===== config.mk =====
export PLATFORM = sky130hd
export DESIGN_NAME = bin_to_bcd_seq
export DESIGN_NICKNAME = d
export VERILOG_FILES = /design/src/rtl/bin_to_bcd_seq.sv
export SDC_FILE = /design/constraint.sdc
export NUM_CORES = 1
export LEC_CHECK = 0
export ABC_CLOCK_PERIOD_IN_PS = 1660
export CORE_MARGIN = 1
export CORE_UTILIZATION = 46
export DETAILED_ROUTE_END_ITERATION = 6
export GPL_TIMING_DRIVEN = 0
export PLACE_DENSITY = 0.66
export SKIP_LAST_GASP = 1
export SYNTH_ARGS = -nofsm -noshare
export SYNTH_HDL_FRONTEND = slang
export SYNTH_SLANG_ARGS = --single-unit
export TNS_END_PERCENT = 100

===== constraint.sdc =====
create_clock -name clk -period 1.66 [get_ports clk]
set_clock_uncertainty 0.05 [all_clocks]
set_input_delay 0.332 -clock clk [delete_from_list [all_inputs] [get_ports clk]]
set_output_delay 0.332 -clock clk [all_outputs]
set_load 0.02 [all_outputs]

===== src/rtl/bin_to_bcd_seq.sv =====
// Sequential binary-to-BCD converter (shift-and-add-3, one bit per clock) with a valid/ready input
// and a held display result. Optional build macro BCD_SATURATE_EN selects "9999" instead of "EEEE" on overflow.
module bin_to_bcd_seq #(
    parameter int BIN_W  = 14,
    parameter int DIGITS = 4
) (
    input  logic                clk,
    input  logic                rst,
    input  logic                in_valid,
    output logic                in_ready,
    input  logic [BIN_W-1:0]    bin,
    output logic [4*DIGITS-1:0] data,
    output logic                disp_en,
    output logic                ovf,
    output logic                done
);

    localparam int BCD_W = 4 * DIGITS;
    localparam int SR_W  = BCD_W + BIN_W;
    localparam int CNT_W = (BIN_W > 1) ? $clog2(BIN_W) : 1;

    localparam logic [31:0] MAX_VAL = 32'(10 ** DIGITS - 1);

`ifdef BCD_SATURATE_EN
    localparam logic [BCD_W-1:0] OVF_FILL = {DIGITS{4'h9}};
`else
    localparam logic [BCD_W-1:0] OVF_FILL = {DIGITS{4'hE}};
`endif

    localparam logic [1:0] S_IDLE  = 2'd0;
    localparam logic [1:0] S_SHIFT = 2'd1;
    localparam logic [1:0] S_DONE  = 2'd2;

    logic [1:0]       state_q, state_d;
    logic [SR_W-1:0]  sr_q, sr_d;
    logic [CNT_W-1:0] cnt_q, cnt_d;
    logic             ovf_int_q, ovf_int_d;
    logic [BCD_W-1:0] data_q, data_d;
    logic             ovf_q, ovf_d;
    logic             disp_en_q, disp_en_d;
    logic             done_q, done_d;

    logic [SR_W-1:0]  sr_adj;
    logic [31:0]      bin_ext;

    assign bin_ext = 32'(bin);

    // Digits sit above the binary bits; each one >= 5 is corrected before the shift.
    assign sr_adj[BIN_W-1:0] = sr_q[BIN_W-1:0];
    generate
        for (genvar gi = 0; gi < DIGITS; gi++) begin : g_digit
            logic [3:0] nib;
            assign nib = sr_q[BIN_W + 4*gi +: 4];
            assign sr_adj[BIN_W + 4*gi +: 4] = (nib >= 4'd5) ? nib + 4'd3 : nib;
        end
    endgenerate

    always_comb begin
        state_d   = state_q;
        sr_d      = sr_q;
        cnt_d     = cnt_q;
        ovf_int_d = ovf_int_q;
        data_d    = data_q;
        ovf_d     = ovf_q;
        disp_en_d = disp_en_q;
        done_d    = 1'b0;
        case (state_q)
            S_IDLE: begin
                if (in_valid) begin
                    state_d   = S_SHIFT;
                    sr_d      = {{BCD_W{1'b0}}, bin};
                    cnt_d     = '0;
                    ovf_int_d = (bin_ext > MAX_VAL);
                end
            end
            S_SHIFT: begin
                sr_d  = sr_adj << 1;
                cnt_d = cnt_q + CNT_W'(1);
                if (cnt_q == CNT_W'(BIN_W - 1)) begin
                    state_d = S_DONE;
                end
            end
            S_DONE: begin
                data_d    = ovf_int_q ? OVF_FILL : sr_q[SR_W-1 -: BCD_W];
                ovf_d     = ovf_int_q;
                disp_en_d = 1'b1;
                done_d    = 1'b1;
                state_d   = S_IDLE;
            end
            default: begin
                state_d = S_IDLE;
            end
        endcase
    end

    always_ff @(posedge clk) begin
        if (rst) begin
            state_q   <= S_IDLE;
            sr_q      <= '0;
            cnt_q     <= '0;
            ovf_int_q <= 1'b0;
            data_q    <= '0;
            ovf_q     <= 1'b0;
            disp_en_q <= 1'b0;
            done_q    <= 1'b0;
        end else begin
            state_q   <= state_d;
            sr_q      <= sr_d;
            cnt_q     <= cnt_d;
            ovf_int_q <= ovf_int_d;
            data_q    <= data_d;
            ovf_q     <= ovf_d;
            disp_en_q <= disp_en_d;
            done_q    <= done_d;
        end
    end

    assign in_ready = (state_q == S_IDLE);
    assign data     = data_q;
    assign ovf      = ovf_q;
    assign disp_en  = disp_en_q;
    assign done     = done_q;

endmodule


# --- Word-level counts from Yosys, hierarchy flattened ---
# Cells that the tools add are included.
classes:
  muxes: 13
  n_lt_le_gt_ge: 5
  n_eq_ne: 5
  n_reduce_logical: 5
  addsub: 5
ops:
  columns: ["operator", "count"]
  rows:
  - ["case mux 30 bit (2 select lines)", 1]
  - ["2-to-1 mux 30 bit", 1]
  - ["greater-or-equal comparator 4 x 3 -> 1 bit (second input constant)", 4]
  - ["2-to-1 mux 16 bit", 1]
  - ["2-to-1 mux 4 bit", 4]
  - ["greater-than comparator 14 bit (second input constant)", 1]
  - ["adder 4 x 2 -> 4 bit (second input constant)", 3]
  - ["case mux 4 bit (2 select lines)", 1]
  - ["AND reduction 2 bit", 3]
  - ["adder 4 x 1 -> 4 bit (second input constant)", 1]
  - ["== test 4 bit (second input constant)", 1]
  - ["2-to-1 mux 2 bit", 2]
  - ["!= test 2 bit (second input constant)", 2]
  - ["case mux 2 bit (2 select lines)", 1]
  - ["adder 3 x 2 -> 3 bit (second input constant)", 1]
  - ["2-to-1 mux 3 bit", 1]
  - ["== test 2 x 1 -> 1 bit (second input constant)", 1]
  - ["== test 2 bit (second input constant)", 1]
  - ["logical NOT 2 bit", 1]
  - ["nonzero test 2 bit", 1]
  - ["2-to-1 mux 1 bit", 1]
totals:
  inputBits: 17
  reg_bits: 56
  out_inout_bits: 20
  wordCells: 41

# --- Longest topological paths before layout ---
# Gate-level depths: netlist (run 1).
logic_depth:
  depth_word: 3
  ltp_mapped: 7
  ltp_nobuf: 6

# --- Worst setup path after synthesis (run 1) ---
# OpenSTA, ideal clock, no wires.
synth_path:
  path_type: "flip-flop to flip-flop"
  from: "register sr_q[23]"
  to: "register sr_q[24]"
  period_less_slack_ns: 1.402
  setup_slack_ns: 0.258
  required_ns: 1.493
  setup_ns: 0.117
  path_stages_with_launch: 7
  path_buffers: 0
  t_arrival_ns: 1.235
  cell_sequence: "dfxtp_1 > inv_1 > ha_1 > nand2b_1 > a21oi_1 > mux2i_1 > a22o_1"
synth_via:
  elab_chain_cells: 3
  word_cells_on_any_way: 4
  classes_between: "add/sub (1); order compare (1); mux (2)"
synth_lines:
  columns: ["element", "line", "text"]
  rows:
  - ["from (decl)", "35", "logic [SR_W-1:0] sr_q, sr_d;"]
  - ["from (signal assigned)", "108", "sr_q <= sr_d;"]
  - ["adder 4 x 2 -> 4 bit or greater-or-equal comparator 4 x 3 -> 1 bit (tied branches)", "54", "assign sr_adj[BIN_W + 4*gi +: 4] = (nib >= 4'd5) ? nib + 4'd3 : nib;"]
  - ["2-to-1 mux 4 bit (*)", "54", null]
  - ["case mux 30 bit (2 select lines) (*)", "67", "case (state_q)"]
# Every way passes the cells marked *; elsewhere a longest branch is shown, timed or not.
# A chain may end at the register's enable or synchronous reset.

# --- Final worst setup path (run 1) ---
layout_path:
  from: "register done_q, in the netlist done"
  to: "output done"
layout_rtl:
  columns: ["element", "line", "text"]
  rows:
  - ["from (decl)", "41", "logic done_q, done_d;"]
  - ["from (signal assigned)", "114", "done_q <= done_d;"]
  - ["to (decl)", "15", "output logic done"]
# No word-level cell between the ends.

==> results.txt, run 1 <==
- Result of the run: finished clean
* DRC violations left: 0
* Category of the most critical setup path: flip-flop to primary output
- Setup repair after global routing left no endpoint under its margin.
* Net count of the finished layout: 373
- In this run the power density over the cells is ~800 nW/um2.
* Floorplan Core Area: 5240 um2
- Overall global routing resource usage: 0.204
- I/O pins: 37
- The analysis attributes to cell leakage a power of 0.00146 uW.
- Mapped Avg Cell Area: ~8.4 um2
- Entering global routing, the biggest net connects 20 pins.
- Number of setup buffers added after CTS: 0
* Initial standard-cell utilization of the core: 0.491
* Leading cell type in the layout, fill and taps excluded: sky130_fd_sc_hd__dfxtp_1
* Met2 Wirelength: 2.74 mm
* DP HPWL: 4.04 mm
- Of the cells placed in the final design, the portion with a size suffix greater than 1 is 0.0922.
- Worst slew pin tran: 0.578 ns
- First drt pass iteration count: 4
- CTS tree: yes
* DIE WIDTH: 76.8 um
- Max-cap violations in this run came to 0.
* Crit path capture type: primary output
* Hold WS: 0.404 ns
- The worst path meets setup with 0.0472 ns of slack.
- Origin of the worst min-delay path: data[12]
- Together, buffers and inverters on the worst path number 1.
- The worst register-to-register path begins at sr_q[19].
* Setup Viol. Count Final: 0
* Quantity of hold-fixing buffers added after cts: 0
- F_max: about 620 MHz
- The cell count after synthesis came out at 305.
- Via count normalized by instance count: 5.20
- Critical-path cell with the highest stage delay: sky130_fd_sc_hd__clkdlybuf4s50_1
* Latest clock arrival within the worst-skew pair: 0.32 ns
* Number of synthesized register bits: 56
- In this run the tightest slew margin relative to its limit is 0.614.
- Of the post-synthesis cell area, the dominant cell type holds 0.436.
* Total nets after synthesis: between 300 and 400
- The number of antenna diodes in the final layout is 0.
* Crit path cell chain: clkdlybuf4s50_1
- The floorplan step defined a die boundary enclosing 5900 um2.
- Initial antenna violation count: 0
* Buffer cell driving the clock tree root: sky130_fd_sc_hd__clkbuf_8
* Via total after detailed routing: roughly 2200
- Total length of routed wires: 5.78 mm
* Total grt overflow: 0
- Average wire per cell in the routed design: 13.8 um
- Worst setup slack before clock tree synthesis: -0.167 ns
- Final Cycle Share: 0.972
- CTS saw between 50 and 60 sinks.
- From synthesis to final layout, the design area changed by 21.5%.
- Min cycle time layout: 1.61 ns
* Total power draw: approximately 2500 uW
- Data arrives at the worst endpoint at 1.23 ns.
* Number of endpoints with negative hold slack in the final report: 0
* Dominant cells by area after synthesis: sky130_fd_sc_hd__dfxtp_1 (44%), sky130_fd_sc_hd__nor2_1 (7.7%), sky130_fd_sc_hd__nor3_1 (7.6%), sky130_fd_sc_hd__ha_1 (4.9%), sky130_fd_sc_hd__a21oi_1 (4.5%)
* Biggest fanout along the worst timing path: 1
- The number of global-route vias before repair came to 1987.
* GP Congestion: approximately 0.8
- After detailed routing, the met3 layer carries around 240 um of wire.
- Type of the worst min-delay path: flip-flop to flip-flop
* Crit path max-delay family: buffers and inverters
* Design Area, Final: approximately 3100 um2
- Critical Path Start Type: flip-flop
- Quantity of I/O buffers inserted on ports: 35
- In this run the vertical extent of the chip is 76.8 um.
* Placement Rows: 26
- Number of nets with antenna violations after routing: 0
* Worst-case vdd ir drop: 418 uV
- Clock-pin slew on the worst setup and hold paths: 0.10 ns
- Yosys warns: 0
* Synth area leader: sky130_fd_sc_hd__dfxtp_1
- Sequential share of the synthesized area: 0.436
- Sum of routed wire segments on met1: around 2.7 mm
- Filler cells: 500
- Leading cell types in the layout, fill and taps excluded: sky130_fd_sc_hd__dfxtp_1 (55), sky130_fd_sc_hd__nor2_1 (53), sky130_fd_sc_hd__nor3_1 (39)
- Wire length of the first global-routing pass: 9.46 mm
* Count of routing violations after the opening detailed-route iteration: 73
- Max Root-Sink Buffers: 2
- The synthesized netlist occupies a cell area of 2570 um2.
- Cell area after placement: 3010 um2
* Highest metal used: met4
- Tracing the worst setup path back leads to its startpoint at done.
- At the end of the flow the core is filled with cells to 0.597.
* Required @ worst endpoint: 1.28 ns
- The max-slew violation count is 0.
- The H-tree generated during clock tree synthesis spans 2 levels.
- In this design, the stage delay of the slowest critical-path cell is 0.59 ns.
* Number of clock buffers inserted by TritonCTS: 5
- Yosys mapped the design onto 37 distinct sky130hd cell types.
==> cell usage after synthesis <==
cell	number
sky130_fd_sc_hd__nor2_1	53
sky130_fd_sc_hd__xnor2_1	4
sky130_fd_sc_hd__a211oi_1	1
sky130_fd_sc_hd__or3_1	5
sky130_fd_sc_hd__inv_1	9
sky130_fd_sc_hd__buf_2	6
sky130_fd_sc_hd__a21oi_1	23
sky130_fd_sc_hd__nand2b_4	1
sky130_fd_sc_hd__a22oi_1	4
sky130_fd_sc_hd__dfxtp_1	56
sky130_fd_sc_hd__nor2b_1	10
sky130_fd_sc_hd__nand3b_1	1
sky130_fd_sc_hd__nand2_1	15
sky130_fd_sc_hd__o21ai_0	7
sky130_fd_sc_hd__mux2_2	1
sky130_fd_sc_hd__nand2b_1	5
sky130_fd_sc_hd__a21o_1	1
sky130_fd_sc_hd__xor2_1	3
sky130_fd_sc_hd__o311ai_1	1
sky130_fd_sc_hd__a31oi_1	1
sky130_fd_sc_hd__clkbuf_1	6
sky130_fd_sc_hd__mux2i_1	4
sky130_fd_sc_hd__ha_1	10
sky130_fd_sc_hd__buf_4	2
sky130_fd_sc_hd__or3b_4	1
sky130_fd_sc_hd__buf_1	1
sky130_fd_sc_hd__o31ai_1	1
sky130_fd_sc_hd__buf_6	5
sky130_fd_sc_hd__a22o_1	13
sky130_fd_sc_hd__nor2_4	3
sky130_fd_sc_hd__nand3_1	8
sky130_fd_sc_hd__and2b_1	1
sky130_fd_sc_hd__o21bai_1	1
sky130_fd_sc_hd__nor4_1	1
sky130_fd_sc_hd__nor3_1	39
sky130_fd_sc_hd__o21ba_2	1
sky130_fd_sc_hd__nor2b_2	1
==> logic make-up (layout without fill, tap and decap cells) <==
family | after synthesis | count (layout) | synth area share
buffers and inverters | 29 | 71 | 0.0627
multiplexers | 5 | 5 | 0.0199
AO/OA/AOI/OAI | 54 | 54 | 0.136
AND/OR/NAND/NOR | 144 | 144 | 0.274
adder cells (fa/ha/maj) | 10 | 10 | 0.0486
XOR/XNOR | 7 | 7 | 0.0238
flip-flops | 56 | 56 | 0.436
==> final cells by class <==
cell class,instances,area (um2),area share
tap,70,87.6,0.0280
clock inverter,2,16.3,0.00520
multi-input combinational,220,1300,0.415
sequential,56,1120,0.359
inverter,9,33.8,0.0108
clock buffer,6,72.6,0.0232
buffer,19,124,0.0396
timing repair buffer,35,372,0.119
==> routing by layer <==
| layer | track usage | up-vias |
|---|---|---|
| li1 | - | 1116 |
| met1 | 0.249 | 998 |
| met2 | 0.354 | 52 |
| met3 | 0.0345 | 4 |
| met4 | 0.0808 | 0 |
| met5 | 0 | - |
==> what timing repair did <==
| item | 4_1_cts | 5_1_grt |
|---|---|---|
| endpoints found under the setup margin | 6 | 17 |
| gates cloned | 0 | 0 |
| resized for setup | 10 | 15 |
==> final timing paths <==
path                    to  slack, ns  cells past startpoint
setup reg to reg  sr_q[20]       0.11                      6
hold reg to reg   data[12]       0.40                      2
hold / removal    data[12]       0.40                      2
setup / recovery      done       0.05                      1
==> stage by stage <==
stage / cells / setup TNS (ns)
finish: 417 / 0
global route: 417 / 0
CTS: 417 / 0
detailed placement: 410 / -1.64
global placement: 410 / -1.47
floorplan: 305 / 0
==> state kept, by name, summed over array words and instances (netlist names) <==
register and cells:
ovf 1, sr_q 30, data 16, cnt_q 4, state_q 2, done 1, ovf_int_q 1, disp_en 1
==> where the power goes <==
group / internal [uW] / switching, uW / leakage [uW] / total (uW)
sequential: 1390 / 29.8 / 0.000455 / 1420
combinational: 143 / 184 / 0.000965 / 327
clock: 302 / 467 / 0.0000414 / 769
total: 1830 / 681 / 0.00146 / 2520
(Power assumes the default switching activity.)
==> inputs of run 2 (changes only) <==
--- a/config.mk
+++ b/config.mk
@@ -8,6 +8,7 @@
 export ABC_CLOCK_PERIOD_IN_PS = 1660
 export CORE_MARGIN = 1
 export CORE_UTILIZATION = 46
+export CTS_CLUSTER_DIAMETER = 50
 export DETAILED_ROUTE_END_ITERATION = 6
 export GPL_TIMING_DRIVEN = 0
 export PLACE_DENSITY = 0.66
@@ -15,4 +16,4 @@
 export SYNTH_ARGS = -nofsm -noshare
 export SYNTH_HDL_FRONTEND = slang
 export SYNTH_SLANG_ARGS = --single-unit
-export TNS_END_PERCENT = 100
+export TNS_END_PERCENT = 1
==> run 2 against run 1 <==
Critical path type unchanged. Total power is essentially flat. Combinational power is essentially flat. Largest power group unchanged. Critical path depth is the same. Die area is the same. Non-clock buffer count is the same. Wire length shrank 0.92%. Worst setup slack lost 0.044 ns. Highest routed layer unchanged. First-iteration DRC count grew 27%. Flip-flop and latch count is the same. Clock power is essentially flat. Core utilization shrank 0.60 points. Final cell count is the same.
==> results.txt, run 2 (synthesis gave the netlist of run 1 again) <==
* Result of the run: finished clean
- Along the worst path, the maximum fanout reaches 2.
- Required @ worst endpoint: 1.28 ns
- Once detailed placement completed, the half-perimeter wirelength came to 4.04 mm.
- Startpoint of the worst setup timing path: data[15]
- Power density over the cells: 812 nW/um2
- After clock tree synthesis, the setup repair step added 0 buffers.
- Once placement finished, the instance area stood at roughly 3000 um2.
* CP peak stage delay: 0.60 ns
* Placement Rows: 26
- Static leakage power: 0.00121 uW
- Crit path capture type: primary output
* Quantity of I/O buffers inserted on ports: 35
- Setup repair after global routing could not meet its margin everywhere.
* Total power draw: 2510 uW
* Total Neg Setup Slack: 0 ns
* Via count normalized by instance count: 5.20
- F_max: 604 MHz
- Worst path arrival time: 1.27 ns
- Number of global-route vias before repair: 1987
* Maximum number of pins on one net before global-route repair: 20
- Setup slack after layout: 0.00337 ns
- The routed design could run at a clock period as short as 1.66 ns.
* GP Congestion: 0.779
* Chip height: between 70 and 80 um
- CTS tree: yes
* RR Startpoint: sr_q[15]
* Category of the most critical setup path: flip-flop to primary output
- In the finished design, the share of the clock period the worst path needs comes to 0.998.
- Total of max-cap violations: 0
- Across every metal layer, demand over resource in global routing totals 0.204.
- Floorplan Core Area: 5240 um2
- In this run the most critical hold path is launched from data[12].
- VDD sags by at most about 420 uV.
* Leading cell types in the layout, fill and taps excluded: sky130_fd_sc_hd__dfxtp_1 (55), sky130_fd_sc_hd__nor2_1 (53), sky130_fd_sc_hd__nor3_1 (39)
- In this run the remaining antenna-violating nets after routing total 0.
- Broken down by cell family, the worst path's largest delay share belongs to buffers and inverters.
* DIE WIDTH: 76.8 um
- Initial antenna violation count: 0
- The first routing iteration left 93 violations.
* Number of endpoints with negative hold slack in the final report: 0
* Crit path cell chain: clkdlybuf4s50_1
- After detailed routing, the average wire length per cell comes to 13.7 um.
- Relative max-transition margin: 0.621
- # diodes: 0
* Clock sinks: 56
- For the pin with the worst max-slew slack, the measured transition is approximately 0.57 ns.
- The slowest stage of the critical path belongs to the cell sky130_fd_sc_hd__clkdlybuf4s50_1.
* First drt pass iteration count: 4
* Filler cells: 505
- Global routing finished with a remaining overflow of 0.
* Buffer cell driving the clock tree root: sky130_fd_sc_hd__clkbuf_8
* Leading cell type in the layout, fill and taps excluded: sky130_fd_sc_hd__dfxtp_1
* Hold WS: approximately 0.4 ns
- The path class of the tightest hold or removal check is flip-flop to flip-flop.
* Pins Over Slew Limit: 0
- Largest reg by FF count: sr_q
- Buffers inserted during clock tree synthesis total 5.
* Net count of the finished layout: 373
* Layout cells sized above 1: 0.0865
- OpenSTA, run right after detailed placement, puts the worst setup slack at -0.167 ns.
* Total length of routed wires: 5.72 mm
- DRC violations left: 0
* Max Root-Sink Buffers: 2
* Number of buffer and inverter stages on the critical path: 1
- During I/O placement, the number of pins put on the boundary was 37.
- The H-tree generated during clock tree synthesis spans 2 levels.
* Initial standard-cell utilization of the core: 0.491
- The first global-routing pass estimated 9.45 mm of wire.
* Post-synthesis to final-layout area growth: 20.3%
- The later pin in the worst-skew pair is clocked with a latency of 0.32 ns.
* Clock-pin slew on the worst setup and hold paths: ~0.1 ns
- With fillers left out, the area of the finished cells amounts to 3100 um2.
- Via total after detailed routing: 2169
* Die outline area: a little under 6000 um2
- Setup violations remaining at the end of the flow were counted as 0.
- Critical Path Start Type: flip-flop
- The register with the most flip-flops in the layout has 30 of them.
## run 2: changes by cell type in the layout (fill, tap and decap cells not counted), sizes merged
cell / delta
clkdlybuf4s50: +17
dlymetal6s2s: -12
dlygate4sd2: -5
## run 2: what timing repair did
| action | in CTS | in global routing |
|---|---|---|
| hold buffers | 0 | 0 |
| pin swaps | 0 | 0 |
| hold endpoints to repair | 0 | 0 |
| resized for setup | 5 | 1 |
| setup endpoints to repair | 6 | 22 |
## run 2: per-layer routing
layer / wire length, um / part of all wire / global-route usage / up-vias
li1: - / - / - / 1117
met1: 2720 / 0.48 / 0.249 / 997
met2: 2710 / 0.47 / 0.353 / 47
met3: 205 / 0.036 / 0.0345 / 8
met4: 88 / 0.015 / 0.0808 / 0
met5: 0 / 0 / 0 / -
## run 2: final cells by class
cell class,count,area (um2),area share
multi-input combinational,220,1290,0.417
sequential,56,1120,0.363
timing repair buffer,35,348,0.112
buffer,19,124,0.0400
tap,70,87.6,0.0283
clock buffer,6,72.6,0.0234
inverter,9,33.8,0.0109
clock inverter,2,16.3,0.00525
## run 2: through the flow
| stage | util | instances |
|---|---|---|
| 2_1_floorplan | - | 305 |
| 3_3_place_gp | 0.575 | 410 |
| 3_5_place_dp | 0.575 | 410 |
| 4_1_cts | 0.591 | 417 |
| 5_1_grt | 0.591 | 417 |
| 6_report | 0.591 | 417 |
## run 2: worst paths after layout
path	to	slack (ns)	cells past startpoint
worst max-delay path	data[15]	0.003	1
worst min-delay path	data[12]	0.41	2
worst max register to register	sr_q[16]	0.06	6
worst min register to register	data[12]	0.41	2
## run 2: where the power goes
| group | switching [uW] | internal [uW] | total (uW) |
|---|---|---|---|
| Sequential | 29.6 | 1390 | 1420 |
| Combinational | 182 | 143 | 325 |
| Clock | 468 | 302 | 769 |
## run 2: tightest hold or removal path, cell delays in order (launching register included)
cell,delay (ns)
sky130_fd_sc_hd__dfxtp_1,0.32
sky130_fd_sc_hd__nand2_1,0.05
sky130_fd_sc_hd__a21oi_1,0.05
==> inputs of run 3 (changes only) <==
--- a/config.mk
+++ b/config.mk
@@ -6,14 +6,13 @@
 export NUM_CORES = 1
 export LEC_CHECK = 0
 export ABC_CLOCK_PERIOD_IN_PS = 1660
-export CORE_MARGIN = 1
-export CORE_UTILIZATION = 46
+export CORE_UTILIZATION = 40
 export CTS_CLUSTER_DIAMETER = 50
 export DETAILED_ROUTE_END_ITERATION = 6
 export GPL_TIMING_DRIVEN = 0
-export PLACE_DENSITY = 0.66
+export PLACE_DENSITY = 0.59
 export SKIP_LAST_GASP = 1
 export SYNTH_ARGS = -nofsm -noshare
 export SYNTH_HDL_FRONTEND = slang
 export SYNTH_SLANG_ARGS = --single-unit
-export TNS_END_PERCENT = 1
+export TNS_END_PERCENT = 10
==> run 3 against run 2 <==
Sequential power hardly changed. Via count stayed put. Largest power group unchanged. Final area is 0.93% higher. Critical path depth stayed put.
==> results.txt, run 3 (synthesis gave the netlist of run 1 again) <==
- Among cell families on the critical path, the largest total delay comes from buffers and inverters.
- Quantity of I/O buffers inserted on ports: 35
- After detailed placement, the total cell area comes to ~3000 um2.
- Total of max-cap violations: 0
- Cell internal power was estimated by the tool at 1980 uW.
* Via total after detailed routing: 2169
- Worst r2r path cells: 6
* Unrepaired setup endpoints after global routing: yes
* Net count of the finished layout: 373
- For this design the static power due to leakage is about 0.0012 uW.
- The endpoint identified for the worst register-to-register timing path is sr_q[20].
- In the final routed layout, each cell accounts on average for around 14 um.
* Initial antenna violation count: 0
- Type of the worst min-delay path: flip-flop to flip-flop
- Critical Path Start Type: flip-flop
- The share of total power dissipated in the clock network is 0.339.
- Chip height: 82.2 um
- Min cycle time layout: 1.65 ns
- The finished layout holds 422 standard cells, fillers aside.
- Timing would allow up to between 600 and 700 MHz.
- Crit path capture type: primary output
* Clock sinks: 56
* Minimum setup slack among reg-to-reg paths: 0.09 ns
* DIE WIDTH: 82.2 um
* I/O pins: 37
- The repair_antennas step left the layout with diodes totalling 0.
* Number of clock buffers inserted by TritonCTS: 5
* Die outline area: a little under 7000 um2
- Overall global routing resource usage: 0.196
- Of the available clock period, the critical path in the final layout requires 0.993.
- Pins Over Slew Limit: 0
- The first global-routing pass estimated 9.93 mm of wire.
- At the end of routability-driven placement, the weighted congestion stood at approximately 0.77.
- Worst slew pin tran: 0.557 ns
* Post-synthesis to final-layout area growth: 21.4%
- The register with the most flip-flops in the layout has 30 of them.
- At the worst endpoint, the arrival time is 1.27 ns.
- The run finished with clean final reports.
- The worst hold path begins at sr_q[2].
- Required @ worst endpoint: approximately 1.3 ns
* CP peak stage delay: about 0.6 ns
* Number of buffer and inverter stages on the critical path: 1
* Switch share: 0.251
* Number of endpoints with negative hold slack in the final report: 0
- For hold timing, the worst endpoint is sr_q[3].
* Power density over the cells: roughly 850 nW/um2
- Worst hold stages: 2
- Initial standard-cell utilization of the core: 0.425
- Measured against its own limit, the worst slew margin works out to 0.628.
- Using the TritonRoute via totals, the vias-per-cell ratio works out to 5.14.
- sr_q holds more flip-flops than any other register.
- The setup path with the least slack is of type flip-flop to primary output.
- Worst-case vdd ir drop: approximately 410 uV
- After clock tree synthesis, the clock-pin slew on the worst setup and hold paths is 0.10 ns.
- Total power draw: roughly 2600 uW
- In this run the core area contains 28 standard-cell rows.
* First drt pass iteration count: 4
- The H-tree generated during clock tree synthesis spans 2 levels.
- The largest individual stage delay along the critical path comes from the cell sky130_fd_sc_hd__clkdlybuf4s50_1.
* Switching power of the nets: 665 uW
* Number of global-route vias before repair: 2052
- Combinational group share of total power: 0.124
* DP HPWL: 4.19 mm
- Of the cells placed in the final design, the portion with a size suffix greater than 1 is 0.0893.
- DRC violations left: 0
- Setup Viol. Count Final: 0
- Of the total power, registers draw 0.536.
- RR Startpoint: sr_q[19]
* Count of routing violations after the opening detailed-route iteration: 95
- TritonCTS built the clock tree.
- Leading cell types in the layout, fill and taps excluded: sky130_fd_sc_hd__dfxtp_1 (55), sky130_fd_sc_hd__nor2_1 (53), sky130_fd_sc_hd__nor3_1 (39)
* Buffer cell driving the clock tree root: sky130_fd_sc_hd__clkbuf_8
- Of all nets on the critical path, the largest fanout is 2.
- Latest clock arrival within the worst-skew pair: 0.31 ns
- Number of nets with antenna violations after routing: 0
* Cells after DPL: around 420
- No sink is reached through more buffers than the 2 on the longest clock path.
- The total area inside the core boundary comes to 6060 um2.
* Total length of routed wires: 5.93 mm
* Design Area, Final: about 3100 um2
- Entering global routing, the biggest net connects 20 pins.
- Leading cell type in the layout, fill and taps excluded: sky130_fd_sc_hd__dfxtp_1
* Total grt overflow: 0
- The critical path goes through clkdlybuf4s50_1.
## run 3: layout make-up
cell class,count,area [um2]
buffer,19,124
clock buffer,6,72.6
clock inverter,2,35.0
fill,614,2940
inverter,9,33.8
multi-input combinational,220,1290
sequential,56,1120
tap,75,93.8
timing repair buffer,35,348
## run 3: how the worst max path moves through the flow
stage / startpoint / end / cells after the start
5_1_grt: data[13] / data[13] / 1
2_1_floorplan: sr_q[23] / sr_q[24] / 6
3_3_place_gp: state_q[1] / in_ready / 4
6_report: data[13] / data[13] / 1
3_5_place_dp: state_q[1] / in_ready / 4
4_1_cts: data[1] / data[1] / 1
## run 3: tightest hold or removal path: stages (launching register included)
cell and delay [ns]:
sky130_fd_sc_hd__dfxtp_1 0.32, sky130_fd_sc_hd__nand2_1 0.05, sky130_fd_sc_hd__nand2_1 0.04
## run 3: power groups by stage
stage	sequential (uW)	clock (uW)	combinational, uW
6_report	1420	899	329
5_1_grt	1430	977	369
4_1_cts	1420	913	331
3_5_place_dp	1450	0	332
3_3_place_gp	1450	0	330
2_1_floorplan	1440	0	225
## run 3: per-layer routing
metal | part of all wire | global-route usage | up-vias
met4 | 0.010 | 0.0649 | 0
met5 | 0 | 0 | -
li1 | - | - | 1116
met1 | 0.48 | 0.244 | 999
met2 | 0.47 | 0.335 | 49
met3 | 0.037 | 0.0396 | 5
## run 3: per-stage QoR
stage                     hold WS (ns)  utilization  setup TNS [ns]  setup WS (ns)
after CTS                        0.397        0.514         -0.0228        -0.0191
after global routing             0.427        0.515          -0.673        -0.0475
after floorplan                  0.366            -               0          0.258
after detailed placement         0.383        0.498           -1.79         -0.168
after global placement           0.389        0.498           -1.94         -0.170
final                            0.399        0.515               0         0.0108
## run 3: what timing repair did
action | in CTS | in global routing
gates cloned | 0 | 0
hold buffers | 0 | 0
buffers inserted | 0 | 0
setup endpoints to repair | 3 | 26
pin swaps | 0 | 0
resized for setup | 5 | 2
